--- src/rtl/multi_chain_scan_ctrl.sv ---
// Multi-chain boundary-scan sequencer: per-chain length table plus one
// capture/shift/update pass on the selected chain, with registered controls.
module multi_chain_scan_ctrl #(
  parameter int NUM_CHAINS  = 4,
  parameter int SEL_W       = 2,
  parameter int LEN_W       = 8,
  parameter int DEFAULT_LEN = 6
) (
  input  logic             clk,
  input  logic             reset,
  input  logic             cfg_wr,
  input  logic [SEL_W-1:0] cfg_addr,
  input  logic [LEN_W-1:0] cfg_len,
  input  logic             start,
  input  logic [SEL_W-1:0] chain_sel,
  input  logic             mode_req,
  input  logic             abort,
  input  logic             scan_si,
  input  logic             chain_do,
  output logic [SEL_W-1:0] mux_select,
  output logic             capture_en,
  output logic             shift_dr,
  output logic             update_en,
  output logic             mode,
  output logic             chain_di,
  output logic             so_bit,
  output logic             so_valid,
  output logic             busy,
  output logic             done,
  output logic             err
);

  typedef enum logic [2:0] {
    S_IDLE,
    S_CAPTURE,
    S_SHIFT,
    S_UPDATE,
    S_DONE
  } state_t;

  state_t           state_q, state_d;
  logic [LEN_W-1:0] cnt_q, cnt_d;
  logic [LEN_W-1:0] len_tab [NUM_CHAINS];
  logic [LEN_W-1:0] sel_len;
  logic             sel_ok;
  logic             accept;
  logic             err_d;

  // Table lookup by match so that an out-of-range select simply finds nothing.
  always_comb begin
    sel_len = '0;
    sel_ok  = 1'b0;
    for (int i = 0; i < NUM_CHAINS; i++) begin
      if (chain_sel == SEL_W'(i)) begin
        sel_ok  = 1'b1;
        sel_len = len_tab[i];
      end
    end
  end

  assign accept = (state_q == S_IDLE) && start && sel_ok && (sel_len != '0);

  always_comb begin
    state_d = state_q;
    cnt_d   = cnt_q;
    err_d   = 1'b0;
    case (state_q)
      S_IDLE: begin
        if (start) begin
          if (accept) begin
            state_d = S_CAPTURE;
            cnt_d   = sel_len - LEN_W'(1);
          end else begin
            err_d = 1'b1;
          end
        end
      end
      S_CAPTURE: begin
        if (abort) begin
          state_d = S_IDLE;
          err_d   = 1'b1;
        end else begin
          state_d = S_SHIFT;
        end
      end
      S_SHIFT: begin
        if (abort) begin
          state_d = S_IDLE;
          err_d   = 1'b1;
        end else if (cnt_q == '0) begin
          state_d = S_UPDATE;
        end else begin
          cnt_d = cnt_q - LEN_W'(1);
        end
      end
      S_UPDATE: state_d = S_DONE;
      S_DONE:   state_d = S_IDLE;
      default:  state_d = S_IDLE;
    endcase
  end

  // Outputs are registered from the next state so they line up with it.
  always_ff @(posedge clk) begin
    if (!reset) begin
      state_q    <= S_IDLE;
      cnt_q      <= '0;
      mux_select <= '0;
      mode       <= 1'b0;
      capture_en <= 1'b0;
      shift_dr   <= 1'b0;
      update_en  <= 1'b0;
      chain_di   <= 1'b0;
      so_bit     <= 1'b0;
      so_valid   <= 1'b0;
      busy       <= 1'b0;
      done       <= 1'b0;
      err        <= 1'b0;
      for (int i = 0; i < NUM_CHAINS; i++) len_tab[i] <= LEN_W'(DEFAULT_LEN);
    end else begin
      state_q <= state_d;
      cnt_q   <= cnt_d;
      for (int i = 0; i < NUM_CHAINS; i++) begin
        if (cfg_wr && (cfg_addr == SEL_W'(i))) len_tab[i] <= cfg_len;
      end
      if (accept) begin
        mux_select <= chain_sel;
        mode       <= mode_req;
      end
      capture_en <= (state_d == S_CAPTURE);
      shift_dr   <= (state_d == S_SHIFT);
      update_en  <= (state_d == S_UPDATE);
      chain_di   <= (state_d == S_SHIFT) && scan_si;
      so_bit     <= (state_d == S_SHIFT) && chain_do;
      so_valid   <= (state_d == S_SHIFT);
      busy       <= (state_d != S_IDLE);
      done       <= (state_d == S_DONE);
      err        <= err_d;
    end
  end

endmodule

--- config.mk ---
export PLATFORM = sky130hd
export DESIGN_NAME = multi_chain_scan_ctrl
export DESIGN_NICKNAME = d
export VERILOG_FILES = /design/src/rtl/multi_chain_scan_ctrl.sv
export SDC_FILE = /design/constraint.sdc
export NUM_CORES = 1
export LEC_CHECK = 0
export BUFFER_PORTS_ARGS = -buffer_cell sky130_fd_sc_hd__buf_2
export CELL_PAD_IN_SITES_DETAIL_PLACEMENT = 0
export CELL_PAD_IN_SITES_GLOBAL_PLACEMENT = 1
export CORE_ASPECT_RATIO = 1.1
export CORE_UTILIZATION = 30
export DETAILED_ROUTE_END_ITERATION = 8
export PLACE_DENSITY = 0.65
export SLEW_MARGIN = 20
export SYNTH_ARGS = -nofsm -noshare
export SYNTH_HDL_FRONTEND = slang
export SYNTH_SLANG_ARGS = --single-unit
--- constraint.sdc ---
create_clock -name clk -period 3 [get_ports clk]
set_input_delay 0 -clock clk [delete_from_list [all_inputs] [get_ports clk]]
set_output_delay 0 -clock clk [all_outputs]
set_load 0.02 [all_outputs]
# After elaboration in Yosys (flattened, before gate mapping)
# Memories as Yosys holds them, arrays and structs flattened.
# Cells that the tools add are included.
# Widths: inputs -> output; s select.
# classes
eq_ne,17
bitwise,4
muxes,40
addsub,2
n_reduce_logical,18
# ops
operator,n
$mux 8,12
$mux 1,20
$pmux 8 s2,1
$sub 8x1->8 const B,2
$eq 3x2->1 const B,4
$mux 3,4
$pmux 3 s4,1
$logic_and 1x1->1,9
$eq 2x2->1 const B,4
$logic_not 8->1,1
$ne 2x2->1 const B,4
$reduce_bool 8->1,1
$eq 3x1->1 const B,2
$reduce_and 5->1,1
$eq 2x1->1 const B,2
$logic_not 2->1,2
$or 1x1->1,4
$eq 3x3->1 const B,1
$logic_not 3->1,1
$reduce_bool 3->1,1
$mux 2,1
$pmux 1 s2,1
$reduce_bool 2->1,1
$reduce_or 2->1,1
# word_totals
output_inout_bits,12
wordCells,94
ramBits,32
input_bits,20
reg_bits,22
n_memories,1
# memory_table
name,depth,word_bits,rd,rd_ports_with_merged_regs,write_ports,line,source
len_tab,4,8,4,0,4,43,logic [LEN_W-1:0] len_tab [NUM_CHAINS];

# Depth between registers and ports, before layout
# depth
word_depth,12
depth_mapped,9
depth_no_buf,7

# Worst setup path before layout
# OpenSTA, ideal clock, no wires.
# synth_path
path_kind,reg-to-reg
startpoint,memory len_tab[1][5]
endpoint,register cnt_q[3]
path_stages_with_launch,8
path_slack_ns,0.687
setup_ns,0.119
t_required_ns,2.881
n_path_buf,1
synth_period_minus_slack_ns,2.313
arrival_time_ns,2.194
path_cell_list,edfxtp_1 -> mux4_1 -> or4_4 -> o32a_1 -> buf_6 -> o21a_1 -> o21ai_1 -> a21oi_1
# synth_rtl
item,line,source
start: declaration,43,
end signal: assignment,121,cnt_q <= cnt_d;
end: declaration,42,"logic [LEN_W-1:0] cnt_q, cnt_d;"

==> metrics.md <==
| Metric | Value |
|---|---|
| Layout cells sized above 1 | `20.1%` |
| Worst clock skew | `0.00730 ns` |
| Worst-Skew Late Latency | `0.31 ns` |
| Max-slew violation count | `0` |
| Power per Cell Area | `518 nW/um2` |
| Ant diodes | `0` |
| Post-synthesis cell type count | `47` |
| Via count | `1850` |
| Sequential area share after synthesis | `53.8%` |
| Comb power frac | `14.8%` |
| Maximum clock frequency | `402 MHz` |
| Net count after synthesis | `246` |
| Dominant synthesized flop cell | `edfxtp_1` |
| CTS tree | `built` |
| Worst setup EP type | `register` |
| Core Region | `8410 um2` |
| Final GP Congestion | `0.810` |
| Rows | `35` |
| Psw | `421 uW` |
| Cell Area, Placed | `2900 um2` |
| FILL cells | `858` |
| Synth warn | `0` |
| GRT Overall Usage | `13.4%` |
| WL/cell | `14.5 um` |
| Vias in the first global route | `1869` |
| Worst Tran Pin Value | `0.655 ns` |
| Max Cap Violations | `0` |
| Top Family by Delay on Critical Path | `compound AO/OA/AOI/OAI gates` |
| #FFs+latches synth | `54` |
| DR iter-0 viols | `68` |
| Avg Inst Size Synth | `11.6 um2` |
| Clock share of power | `31.6%` |
| Final Hold Fails | `0` |
| Leakage | `0.00120 uW` |
| WP data required | `3.19 ns` |
| Largest area contributor in the netlist | `edfxtp_1` |
| Die width | `90.8 um` |
| Io pins | `32` |
| Peak VDD IR | `0.205 mV` |
| Full die area | `9060 um2` |
| Synth top area share | `36.9%` |
| Reg2Reg Depth | `6` |
| IO Port Bufs | `31` |
| Total routed wirelength | `5550 um` |
| First drt pass iteration count | `4` |
| Relative slew slack | `55.9%` |
| Final Util | `37.2%` |
| Reg clk slew, reported paths | `0.10 ns` |
| Hold_sp | `abort` |
| Sw frac | `25.9%` |
| Setup TNS | `0 ns` |
| Largest cells by area after synthesis | `edfxtp_1, dfxtp_1, and2_1, mux4_2, mux4_1` |
| Netlist Area Pre-Place | `2600 um2` |
| Reg power frac | `53.6%` |
| Worst-path fanout max | `12` |
| Crit. path cell count | `6` |
| Initial antenna violation count | `0` |
| Startpoint types | `register` |
| Status | `complete, no violations` |
| Die Ht | `99.7 um` |
| DP HPWL | `4140 um` |
| Arrival @ worst endpoint | `2.68 ns` |
| Crit path kind | `reg -> reg` |
| Place WS | `0.467 ns` |
| Sink Count | `54` |
| Longest Clk Path Bufs | `2` |
| Syn-to-layout area delta | `20.1%` |
| Resized cells post-CTS | `0` |
| CP bufs+invs | `0` |
| Hold Path Class | `in -> reg` |
| TritonCTS buffer count | `5` |
| Final WS setup | `0.512 ns` |
| Crit-path slowest cell | `or4_1` |
| Async SR Flop Fraction | `0%` |
| Crit path cell chain | `mux4_1, or4_1, o32a_1, o21a_1, o21ai_1, a21oi_1` |
| Unrepaired setup endpoints after global routing | `false` |
| Post-route clock period utilization | `82.9%` |
| Cell-internal power | `1200 uW` |
| Largest net degree at the start of global routing | `25` |
| CTS root buffer | `clkbuf_8` |
| DRC Markers | `0` |
| Cells after Synth | `225` |
| Initial cell density of the core | `31.0%` |
| Htree depth | `2` |
| Final Cell Area | `3130 um2` |
| Setup-failing EPs final | `0` |
| Final #Nets | `293` |
| Number of vias per cell | `4.82` |
| Minimum clock period | `2.49 ns` |
| Cell count of the worst hold path | `3` |
| Post-detailed-route count of antenna-violating nets | `0` |
| Crit path launch | `len_tab[0][0]` |
| Post-synth EDFFs | `32` |
| Grt total ovfl | `0` |
| First-pass GRT wire length | `9560 um` |
| RR Startpoint | `len_tab[0][0]` |
| Max incr delay on CP | `0.59 ns` |
## path summary, 6_finish.rpt
check	to	slack (ns)
setup / recovery	cnt_q[3]	0.51
hold / removal	state_q[1]	0.09
setup reg to reg	cnt_q[3]	0.51
hold reg to reg	cnt_q[6]	0.52
## cell type report
class                   count  area [um2]  area share, %
well taps                 111         139           4.44
inverters                   3        11.3          0.360
flip-flops and latches     54        1400           44.8
multi-input cells         158        1130           36.3
clock inverters             3        48.8           1.56
clock buffers               5        68.8           2.20
repair buffers             50         325           10.4
## power groups by stage
stage	combinational, uW	clock (uW)	sequential, uW
6_report	239	513	870
2_1_floorplan	159	0	881
3_3_place_gp	230	0	887
3_5_place_dp	232	0	888
5_1_grt	269	558	877
4_1_cts	243	526	871
## sequential cells by signal (all words and copies together) (netlist names), 2 cells and up
| signal | cells |
|---|---|
| len_tab | 32 |
| cnt_q | 8 |
| state_q | 3 |
| mux_select | 2 |
## cell usage after synthesis (all sizes together), types with 3 or more instances
master   n
edfxtp  32
and2    27
dfxtp   22
nand2   17
nor2    13
o21ai   10
or3     10
mux4     8
nor2b    8
nor3     8
mux2i    7
clkbuf   6
a21boi   4
buf      4
nand3    4
o311ai   4
a21oi    3
inv      3
nand2b   3
nand3b   3
nor4     3
o21a     3
o21bai   3
## worst reg2reg max path: cells and delay by family, from the launching register on
kind	cells	cell delay [ns]
AOI/OAI and AO/OA	4	0.86
DFF	1	0.39
and+or+nand+nor	1	0.59
muxes	1	0.54
## cell families after synthesis
kind of cell / after synthesis / synth area share, %
AND/OR/NAND/NOR: 103 / 22.3
AO/OA/AOI/OAI: 36 / 9.75
buffers and inverters: 13 / 2.64
flip-flops: 54 / 53.8
XOR/XNOR: 3 / 1.01
multiplexers: 15 / 10.0
adder cells (fa/ha/maj): 1 / 0.480
## per-layer routing
layer	share of wire (%)	track usage, %	vias to the layer above
met5	0	0	-
met4	1.6	4.15	0
met3	3.3	2.75	9
met2	50	23.8	40
met1	45	16.3	873
li1	-	-	928
## per-stage QoR
stage / cells / power, uW / hold slack (ns)
2_1_floorplan: 225 / 1040 / 0.122
3_3_place_gp: 365 / 1120 / 0.209
3_5_place_dp: 365 / 1120 / 0.211
4_1_cts: 384 / 1640 / 0.0860
5_1_grt: 384 / 1700 / 0.119
6_report: 384 / 1620 / 0.0893
## timing repair
item / 4_1_cts / 5_1_grt
hold buffers: 11 / 0
endpoints found under the hold margin: 32 / 0
setup buffers: 0 / 0
## cell usage in the layout (no fill, tap or decap), drive strengths merged, types with 4 or more instances in the layout
cell type,count
dfxtp,22
mux4,8
edfxtp,32
dlygate4sd3,11
buf,39
nor3,8
nand2,17
a21boi,4
nand3,4
nor2,13
o311ai,4
nor2b,8
and2,27
clkbuf,5
mux2i,7
o21ai,10
or3,10
inv,4
Power figures use the tool's default switching activity.
